### src/rtl/packet_streamer.sv
// packet_streamer: snapshots a packet on load and streams it as ASCII-hex or binary bytes with a checksum trailer.
module packet_streamer #(
  parameter int         PACKET_SIZE = 256,
  parameter bit         BINARY      = 1'b0,
  parameter logic [7:0] EOL         = 8'h0D
) (
  input  logic                   i_sysclk,
  input  logic                   i_reset,
  input  logic [PACKET_SIZE-1:0] i_packet,
  input  logic                   i_load,
  output logic                   o_busy,
  output logic [7:0]             o_tx_byte,
  output logic                   o_tx_valid,
  input  logic                   i_tx_ready,
  output logic                   o_done,
  output logic                   o_overrun,
  output logic [7:0]             o_drop_count
);
  localparam int NCH = BINARY ? PACKET_SIZE / 8 : PACKET_SIZE / 4;
  localparam int IW = $clog2(NCH + 1);
  localparam logic [IW-1:0] LAST = IW'(NCH - 1);
  typedef enum logic [1:0] {IDLE, DATA, CSUM, TERM} state_t;
  state_t r_state, w_next;
  logic [PACKET_SIZE-1:0] r_shadow;
  logic [IW-1:0] r_idx;
  logic [7:0] r_csum, r_drop, w_byte;
  logic r_valid, r_done, r_overrun;
  logic w_accept, w_reject, w_xfer, w_end, w_csum_last, w_add;
  function automatic logic [7:0] hex(input logic [3:0] n);
    return (n < 4'd10) ? {4'h3, n} : 8'h37 + {4'h0, n};
  endfunction
  // A load in the done cycle is still rejected, so the frame boundary is unambiguous.
  assign w_accept    = i_load & (r_state == IDLE) & ~r_done;
  assign w_reject    = i_load & ~w_accept;
  assign w_xfer      = r_valid & i_tx_ready;
  assign w_csum_last = BINARY | r_idx[0];
  assign w_end       = w_xfer & (w_next == IDLE);
  // In ASCII mode the byte is added on its high-nibble character, while both nibbles sit at the top.
  assign w_add       = (r_state == DATA) & (BINARY | ~r_idx[0]);
  always_comb begin
    w_next = r_state;
    case (r_state)
      IDLE: if (w_accept) w_next = DATA;
      DATA: if (w_xfer && r_idx == LAST) w_next = CSUM;
      CSUM: if (w_xfer && w_csum_last) w_next = BINARY ? IDLE : TERM;
      TERM: if (w_xfer) w_next = IDLE;
    endcase
  end
  always_ff @(posedge i_sysclk) begin
    if (i_reset) r_state <= IDLE;
    else r_state <= w_next;
  end
  always_ff @(posedge i_sysclk) begin
    if (i_reset) begin
      r_valid   <= 1'b0;
      r_done    <= 1'b0;
      r_overrun <= 1'b0;
      r_drop    <= 8'h00;
    end else begin
      r_done    <= w_end;
      r_overrun <= w_reject;
      if (w_reject && r_drop != 8'hFF) r_drop <= r_drop + 8'd1;
      if (w_accept) begin
        r_shadow <= i_packet;
        r_idx    <= '0;
        r_csum   <= 8'h00;
        r_valid  <= 1'b1;
      end else if (w_xfer) begin
        r_valid <= ~w_end;
        r_idx   <= (w_next != r_state) ? '0 : r_idx + IW'(1);
        if (r_state == DATA) r_shadow <= r_shadow << (BINARY ? 8 : 4);
        if (w_add) r_csum <= r_csum + r_shadow[PACKET_SIZE-1 -: 8];
      end
    end
  end
  always_comb begin
    w_byte = (r_state == DATA) ? (BINARY ? r_shadow[PACKET_SIZE-1 -: 8] : hex(r_shadow[PACKET_SIZE-1 -: 4])) :
             (r_state == CSUM) ? (BINARY ? r_csum : hex(r_idx[0] ? r_csum[3:0] : r_csum[7:4])) :
             (r_state == TERM) ? EOL : 8'h00;
  end
  assign o_busy       = r_state != IDLE;
  assign o_tx_byte    = w_byte;
  assign o_tx_valid   = r_valid;
  assign o_done       = r_done;
  assign o_overrun    = r_overrun;
  assign o_drop_count = r_drop;
endmodule

### config.mk
export PLATFORM = sky130hd
export DESIGN_NAME = packet_streamer
export DESIGN_NICKNAME = d
export VERILOG_FILES = /design/src/rtl/packet_streamer.sv
export SDC_FILE = /design/constraint.sdc
export NUM_CORES = 1
export LEC_CHECK = 0
export ABC_AREA = 1
export BUFFER_PORTS_ARGS = -buffer_cell sky130_fd_sc_hd__buf_2
export CORE_ASPECT_RATIO = 1.5
export CORE_MARGIN = 2
export CORE_UTILIZATION = 55
export CTS_CLUSTER_DIAMETER = 60
export DETAILED_ROUTE_END_ITERATION = 8
export GPL_TIMING_DRIVEN = 0
export PLACE_DENSITY = 0.82
export SKIP_CTS_REPAIR_TIMING = 1
export SLEW_MARGIN = 20
export SYNTH_ARGS = -nofsm -noshare
export SYNTH_HDL_FRONTEND = slang
export SYNTH_SLANG_ARGS = --single-unit
### constraint.sdc
create_clock -name i_sysclk -period 15.3 [get_ports i_sysclk]
set_input_delay 1.53 -clock i_sysclk [delete_from_list [all_inputs] [get_ports i_sysclk]]
set_output_delay 1.53 -clock i_sysclk [all_outputs]
set_load 0.02 [all_outputs]
==> results.txt, run 1 <==
number of I/O pins: 280
Worst path max stage delay: 0.56 ns
CP max stage cell: o21a_4
Avg Cell Area, Syn: 9.69 um^2
Initial DRC Count: 611
core area: 0.0230 mm^2
Worst EP required: 15.51 ns
DRT Wirelength: 29800 um
multiplexer share of the synthesized area: 0.0779%
worst-skew pair later-pin latency: 0.53 ns
Compound-Gate Fraction of Synth Area: 2.04%
CP Capture Type: flip-flop
setup tns final: 0 ns
Leakage: 0.00727 uW
share of cells above drive strength 1: 23.9%
Tmin final: 3.86 ns
largest net degree at the start of global routing: 59
Syn Inst Count: 1325
# port buffers: 278
status: finished, final reports clean
Root Driver: clkbuf_16
Syn Nets: 1597
PnR Total Power: 1780 uW
Finished Cell Area: 0.0155 mm^2
Post-layout nets: 1909
detailed-router iteration count before antenna repair: 5
RSZ-0062 raised after global routing: false
initial antenna violation count: 5
htree depth: 1
Fmax: 259 MHz
synthesized-area fraction occupied by and/or/nand/nor cells: 26.0%
Num CTS Buffers: 27
die height: 191 um
Crit Path Max Fanout: 52
post-synthesis cell area: 0.0128 mm^2
most common cell after layout, fill and taps aside: nand2_1
most frequent cells in the layout: nand2_1, buf_2, edfxtp_1, inv_1, nor2_1
vias per cell: 5.11
final period utilization: 25.3%
P per Cell Area: 115 mW/mm^2
Synth cell types: 33
Placed Area: 0.0147 mm^2
hpwl dp: 21700 um
max-slew violation count: 0
post-synthesis register bit count: 284
crit-path cells: buf_2 -> nand3_2 -> inv_2 -> nor2_1 -> nor2_1 -> o21a_4 -> buf_12 -> buf_12 -> buf_16
Max-Cap Viols: 0
critical path startpoint category: input port
drt drc: 0
Final ANT Viol Nets: 0
HP Class: flip-flop to flip-flop
Slew @ Worst Pin: 0.729 ns
Tot GR Track Use: 23.8%
GRT overflow: 0
combinational family with the most area after synthesis: simple AND/OR/NAND/NOR gates
clock buffer depth: 3
Setup CP Type: input port to flip-flop
clk slew on worst S/H paths: 0.06 ns
register area share after synthesis: 65.4%
first-pass GRT wire length: 45900 um
DR WL/cell: 15.3 um
worst path arrival time: 4.07 ns
Clock Skew: 0.0129 ns
CTS tree: done
CTS Sinks: 284
Max-slew headroom: 51.1%
Final setup viols: 0
Rows: 68
Post-Synth Adder-Cell Area: 1.23%
Layout area overhead: 20.8%
Fill cells: 1836
die footprint: 0.0246 mm^2
Die W: 129 um
Placer Congestion: 0.837
Synth Area in XOR/XNOR: 0.887%
Yosys Warn Count: 0
Max VDD drop: 92.8 uV
Starting Density: 55.9%
vias in the first global route: 9840
via count: 9906
Final Hold Viols: 0
==> synthesized netlist by cell type <==
master | n | area [um^2]
a21boi_0 | 2 | 15.0
a21o_1 | 1 | 7.51
a21oi_1 | 22 | 110
a31oi_1 | 1 | 6.26
buf_2 | 29 | 145
buf_4 | 19 | 143
buf_6 | 11 | 124
clkbuf_1 | 1 | 3.75
conb_1 | 1 | 3.75
dfxtp_1 | 13 | 260
edfxtp_1 | 271 | 8140
fa_1 | 1 | 20.0
ha_1 | 11 | 138
inv_1 | 33 | 124
inv_2 | 4 | 15.0
mux2i_1 | 1 | 10.0
nand2_1 | 806 | 3030
nand2_2 | 1 | 6.26
nand2_4 | 1 | 11.3
nand3_1 | 10 | 50.1
nand3_2 | 3 | 30.0
nand4_1 | 2 | 12.5
nor2_1 | 29 | 109
nor2_2 | 9 | 56.3
nor2_4 | 1 | 11.3
nor3_1 | 6 | 30.0
o21a_1 | 1 | 7.51
o21ai_0 | 17 | 85.1
o21ai_1 | 3 | 15.0
o22ai_1 | 1 | 6.26
o311ai_0 | 1 | 8.76
xnor2_1 | 7 | 61.3
xor2_1 | 6 | 52.6
==> final cells by class <==
cell class,count,area [um^2],share of cell area (%)
Sequential cell,284,8400,54.1
Clock buffer,34,702,4.52
Multi-Input combinational cell,944,3900,25.1
Inverter,37,139,0.895
Tap cell,280,350,2.26
Clock inverter,15,97.6,0.629
Timing Repair Buffer,283,1510,9.71
Antenna cell,3,7.51,0.0484
Buffer,60,415,2.68
==> where the power goes <==
part           internal, uW  switching (uW)
clock network           341             279
registers               915            13.9
logic                  87.9             145
total                  1340             438
==> worst max-delay path: cells and delay by family <==
kind / cells / cell delay [ns]
buffers and inverters: 5 / 1.16
AO/OA/AOI/OAI: 1 / 0.56
AND/OR/NAND/NOR: 3 / 0.73
==> cell families (layout without fill, tap and decap cells) <==
logic type / after synthesis / count (layout)
AND/OR/NAND/NOR: 868 / 868
XOR/XNOR: 13 / 13
multiplexers: 1 / 1
buffers and inverters: 97 / 429
AO/OA/AOI/OAI: 49 / 49
flip-flops: 284 / 284
adder cells (fa/ha/maj): 12 / 12
other: 1 / 4
==> routing by layer <==
layer	vias up	GRT usage, %	routed length (um)
li1	4905	-	-
met1	4595	27.0	11100
met3	61	4.79	2150
met5	-	0	12
met4	2	7.48	797
met2	343	44.4	15700
==> state kept, by name (all words and copies together) (netlist names) <==
| name | flops |
|---|---|
| o_drop_count | 8 |
| o_done | 1 |
| r_shadow | 256 |
| o_overrun | 1 |
| o_tx_valid | 1 |
| r_idx | 7 |
| r_state | 2 |
| r_csum | 8 |
==> through the flow <==
| stage | cells | util (%) | worst slack, ns | hold slack, ns |
|---|---|---|---|---|
| floorplan | 1325 | - | 6.74 | 0.494 |
| global placement | 1883 | 63.5 | 4.24 | 0.499 |
| detailed placement | 1888 | 64.0 | 10.90 | 0.501 |
| CTS | 1937 | 67.5 | 11.46 | 0.515 |
| global route | 1940 | 67.5 | 11.22 | 0.533 |
| finish | 1940 | 67.5 | 11.44 | 0.509 |
==> worst paths after layout <==
path	startpoint	endpoint	slack [ns]	depth (start not counted)
setup / recovery	i_load	r_shadow[129]	11.44	9
hold / removal	r_shadow[204]	r_shadow[208]	0.51	2
setup reg to reg	r_state[1]	r_shadow[129]	12.02	9
hold reg to reg	r_shadow[204]	r_shadow[208]	0.51	2
Note: power is estimated with default switching activity, not from simulation.
==> run 2, diff against run 1 <==
--- a/config.mk
+++ b/config.mk
@@ -9,11 +9,11 @@
 export BUFFER_PORTS_ARGS = -buffer_cell sky130_fd_sc_hd__buf_2
 export CORE_ASPECT_RATIO = 1.5
 export CORE_MARGIN = 2
-export CORE_UTILIZATION = 55
+export CORE_UTILIZATION = 49
 export CTS_CLUSTER_DIAMETER = 60
 export DETAILED_ROUTE_END_ITERATION = 8
 export GPL_TIMING_DRIVEN = 0
-export PLACE_DENSITY = 0.82
+export PLACE_DENSITY = 0.77
 export SKIP_CTS_REPAIR_TIMING = 1
 export SLEW_MARGIN = 20
 export SYNTH_ARGS = -nofsm -noshare
==> constraint.sdc (replaced) <==
create_clock -name i_sysclk -period 3.2 [get_ports i_sysclk]
set_input_delay 0.32 -clock i_sysclk [delete_from_list [all_inputs] [get_ports i_sysclk]]
set_output_delay 0.32 -clock i_sysclk [all_outputs]
set_load 0.02 [all_outputs]
==> run 2 against run 1 <==
Compared with the run above:
- core utilization decreased by 6.4 points
- register-to-register slack got worse by 12 ns
- non-clock buffer count unchanged
- global-route usage decreased by 2.3 points
- critical path depth unchanged
- critical path type is now flip-flop to flip-flop
- largest power group unchanged
==> results.txt, run 2 (synthesis gave the netlist of run 1 again) <==
status: finished, final reports clean (unchanged)
Final Hold Viols: 0 (unchanged)
hold path depth: 3 (was 2)
RSZ-0062 raised after global routing: false (unchanged)
Hold EP: r_shadow[77] (was r_shadow[208])
Crit Path Max Fanout: 53 (was 52)
die footprint: 0.0275 mm^2 (was 0.0246 mm^2)
vias in the first global route: 9924 (was 9840)
hpwl dp: 21700 um (about the same)
Starting Density: 49.8% (was 55.9%)
R2R setup slack: 0.39 ns (was 12.02 ns)
CP max stage cell: o21a_4 (unchanged)
final core utilization: 61.2% (was 67.5%)
DRT Wirelength: 29500 um (was 29800 um)
Max VDD drop: 495 uV (was 92.8 uV)
core area: 0.0258 mm^2 (was 0.0230 mm^2)
Final setup viols: 0 (unchanged)
clock buffer depth: 3 (unchanged)
Final ANT Viol Nets: 0 (unchanged)
setup tns final: 0 ns (unchanged)
most common cell after layout, fill and taps aside: nand2_1 (unchanged)
CTS tree: done (unchanged)
Placed Area: 0.0148 mm^2 (was 0.0147 mm^2)
number of I/O pins: 280 (unchanged)
Slew @ Worst Pin: 0.705 ns (was 0.729 ns)
Worst EP required: 3.42 ns (was 15.51 ns)
most frequent cells in the layout: nand2_1, buf_2, edfxtp_1, inv_1, clkbuf_16 (was nand2_1, buf_2, edfxtp_1, inv_1, nor2_1)
reg2reg start: r_state[0] (was r_state[1])
worst-skew pair later-pin latency: 0.54 ns (was 0.53 ns)
first-pass GRT wire length: 46800 um (was 45900 um)
worst slack at placement: 0.372 ns (was 10.90 ns)
Placer Congestion: 0.852 (was 0.837)
Num CTS Buffers: 28 (was 27)
GRT overflow: 0 (unchanged)
Tmin final: 2.81 ns
crit-path cells: nor2_4 -> nand3_4 -> inv_4 -> nor2_4 -> nor2_4 -> o21a_4 -> buf_12 -> buf_12 -> buf_16 (was buf_2 -> nand3_2 -> inv_2 -> nor2_1 -> nor2_1 -> o21a_4 -> buf_12 -> buf_12 -> buf_16)
vias per cell: 4.88 (was 5.11)
Post-layout nets: 1910 (was 1909)
Tot GR Track Use: 21.5% (was 23.8%)
drt drc: 0 (unchanged)
final period utilization: 87.9%
critical path startpoint category: flip-flop (was input port)
Max-Cap Viols: 0 (unchanged)
Finished Cell Area: 0.0158 mm^2 (was 0.0155 mm^2)
htree depth: 1 (unchanged)
Setup CP Type: flip-flop to flip-flop (was input port to flip-flop)
via count: 9750 (was 9906)
Reg with most FFs: r_shadow (unchanged)
DR WL/cell: 14.8 um (was 15.3 um)
Initial DRC Count: 464 (was 611)
Leakage: 0.00735 uW (was 0.00727 uW)
post-route worst setup slack: 0.387 ns (was 11.44 ns)
Rows: 72 (was 68)
CP dominant cell by count: nor2_4
clk slew on worst S/H paths: 0.06 ns (about the same)
worst path arrival time: 3.03 ns (was 4.07 ns)
Worst R2R End: r_shadow[142] (was r_shadow[129])
share of cells above drive strength 1: 24.7% (was 23.9%)
Worst path max stage delay: 0.48 ns (was 0.56 ns)
FF-to-FF path depth: 9 (unchanged)
Layout area overhead: 22.7% (was 20.8%)
Clock Skew: 0.00841 ns (was 0.0129 ns)
detailed-router iteration count before antenna repair: 4 (was 5)
P per Cell Area: 564 mW/mm^2 (was 115 mW/mm^2)
CP Capture Type: flip-flop (unchanged)
CTS Sinks: 284 (unchanged)
Hold Path Origin: i_packet[77] (was r_shadow[204])
max-slew violation count: 0 (unchanged)
initial antenna violation count: 10 (was 5)
Root Driver: clkbuf_16 (unchanged)
HP Class: input port to flip-flop (was flip-flop to flip-flop)
# port buffers: 278 (unchanged)
max reg flops: 256 (unchanged)
largest net degree at the start of global routing: 57 (was 59)
Fmax: 356 MHz
Max-slew headroom: 52.7% (was 51.1%)
Die W: 136 um (was 129 um)
die height: 202 um (was 191 um)
==> run 2: cell count changes in the layout (fill, tap and decap cells not counted), sizes merged <==
cell,change
bufinv,+3
clkinv,+3
clkinvlp,-1
clkbuf,-3
diode,+2
==> run 2: worst max-delay path, delay by kind of cell, from the launching register on <==
family / cells / cell delay (ns)
and+or+nand+nor: 4 / 0.55
AOI/OAI and AO/OA: 1 / 0.48
DFF: 1 / 0.37
buffers and inverters: 4 / 0.99
==> run 2: metrics by stage <==
stage                     cells  power (uW)  hold WS, ns
after global routing       1996        9290       0.0263
after floorplan            1325        5210        0.441
after detailed placement   1941        5640        0.503
final                      1997        8890       0.0439
after global placement     1936        5590        0.498
after CTS                  1992        8980       0.0213
==> run 2: how the worst max path moves through the flow <==
stage	from	endpoint	slack (ns)	cells past startpoint
finish	r_state[0]	r_shadow[142]	0.39	9
CTS	r_state[0]	r_shadow[142]	0.36	9
global route	r_state[0]	r_shadow[138]	0.21	9
floorplan	r_state[0]	r_shadow[0]	-0.06	6
detailed placement	r_state[0]	r_shadow[108]	0.37	9
global placement	r_state[0]	r_shadow[108]	-0.95	6
==> run 2: routing by layer <==
layer,wire length (um),GRT usage [%],part of all wire [%],vias to the layer above
met2,15100,39.2,51,300
met4,749,6.92,2.5,8
met5,48,0,0.16,-
met3,2280,5.69,7.7,54
li1,-,-,-,4914
met1,11300,24.1,38,4474
==> run 2: power by group <==
part / switching [uW] / internal, uW
Clock: 1370 / 1970
Sequential: 64.5 / 4380
Combinational: 691 / 423
Total: 2130 / 6770
==> run 2: area by class of cell <==
cell class	count	area (um^2)
Clock buffer	31	733
Multi-Input combinational cell	944	3930
Clock inverter	20	199
Tap cell	333	417
Antenna cell	5	12.5
Timing Repair Buffer	283	1510
Sequential cell	284	8400
Buffer	60	415
Inverter	37	141
Fill cell	2160	10000
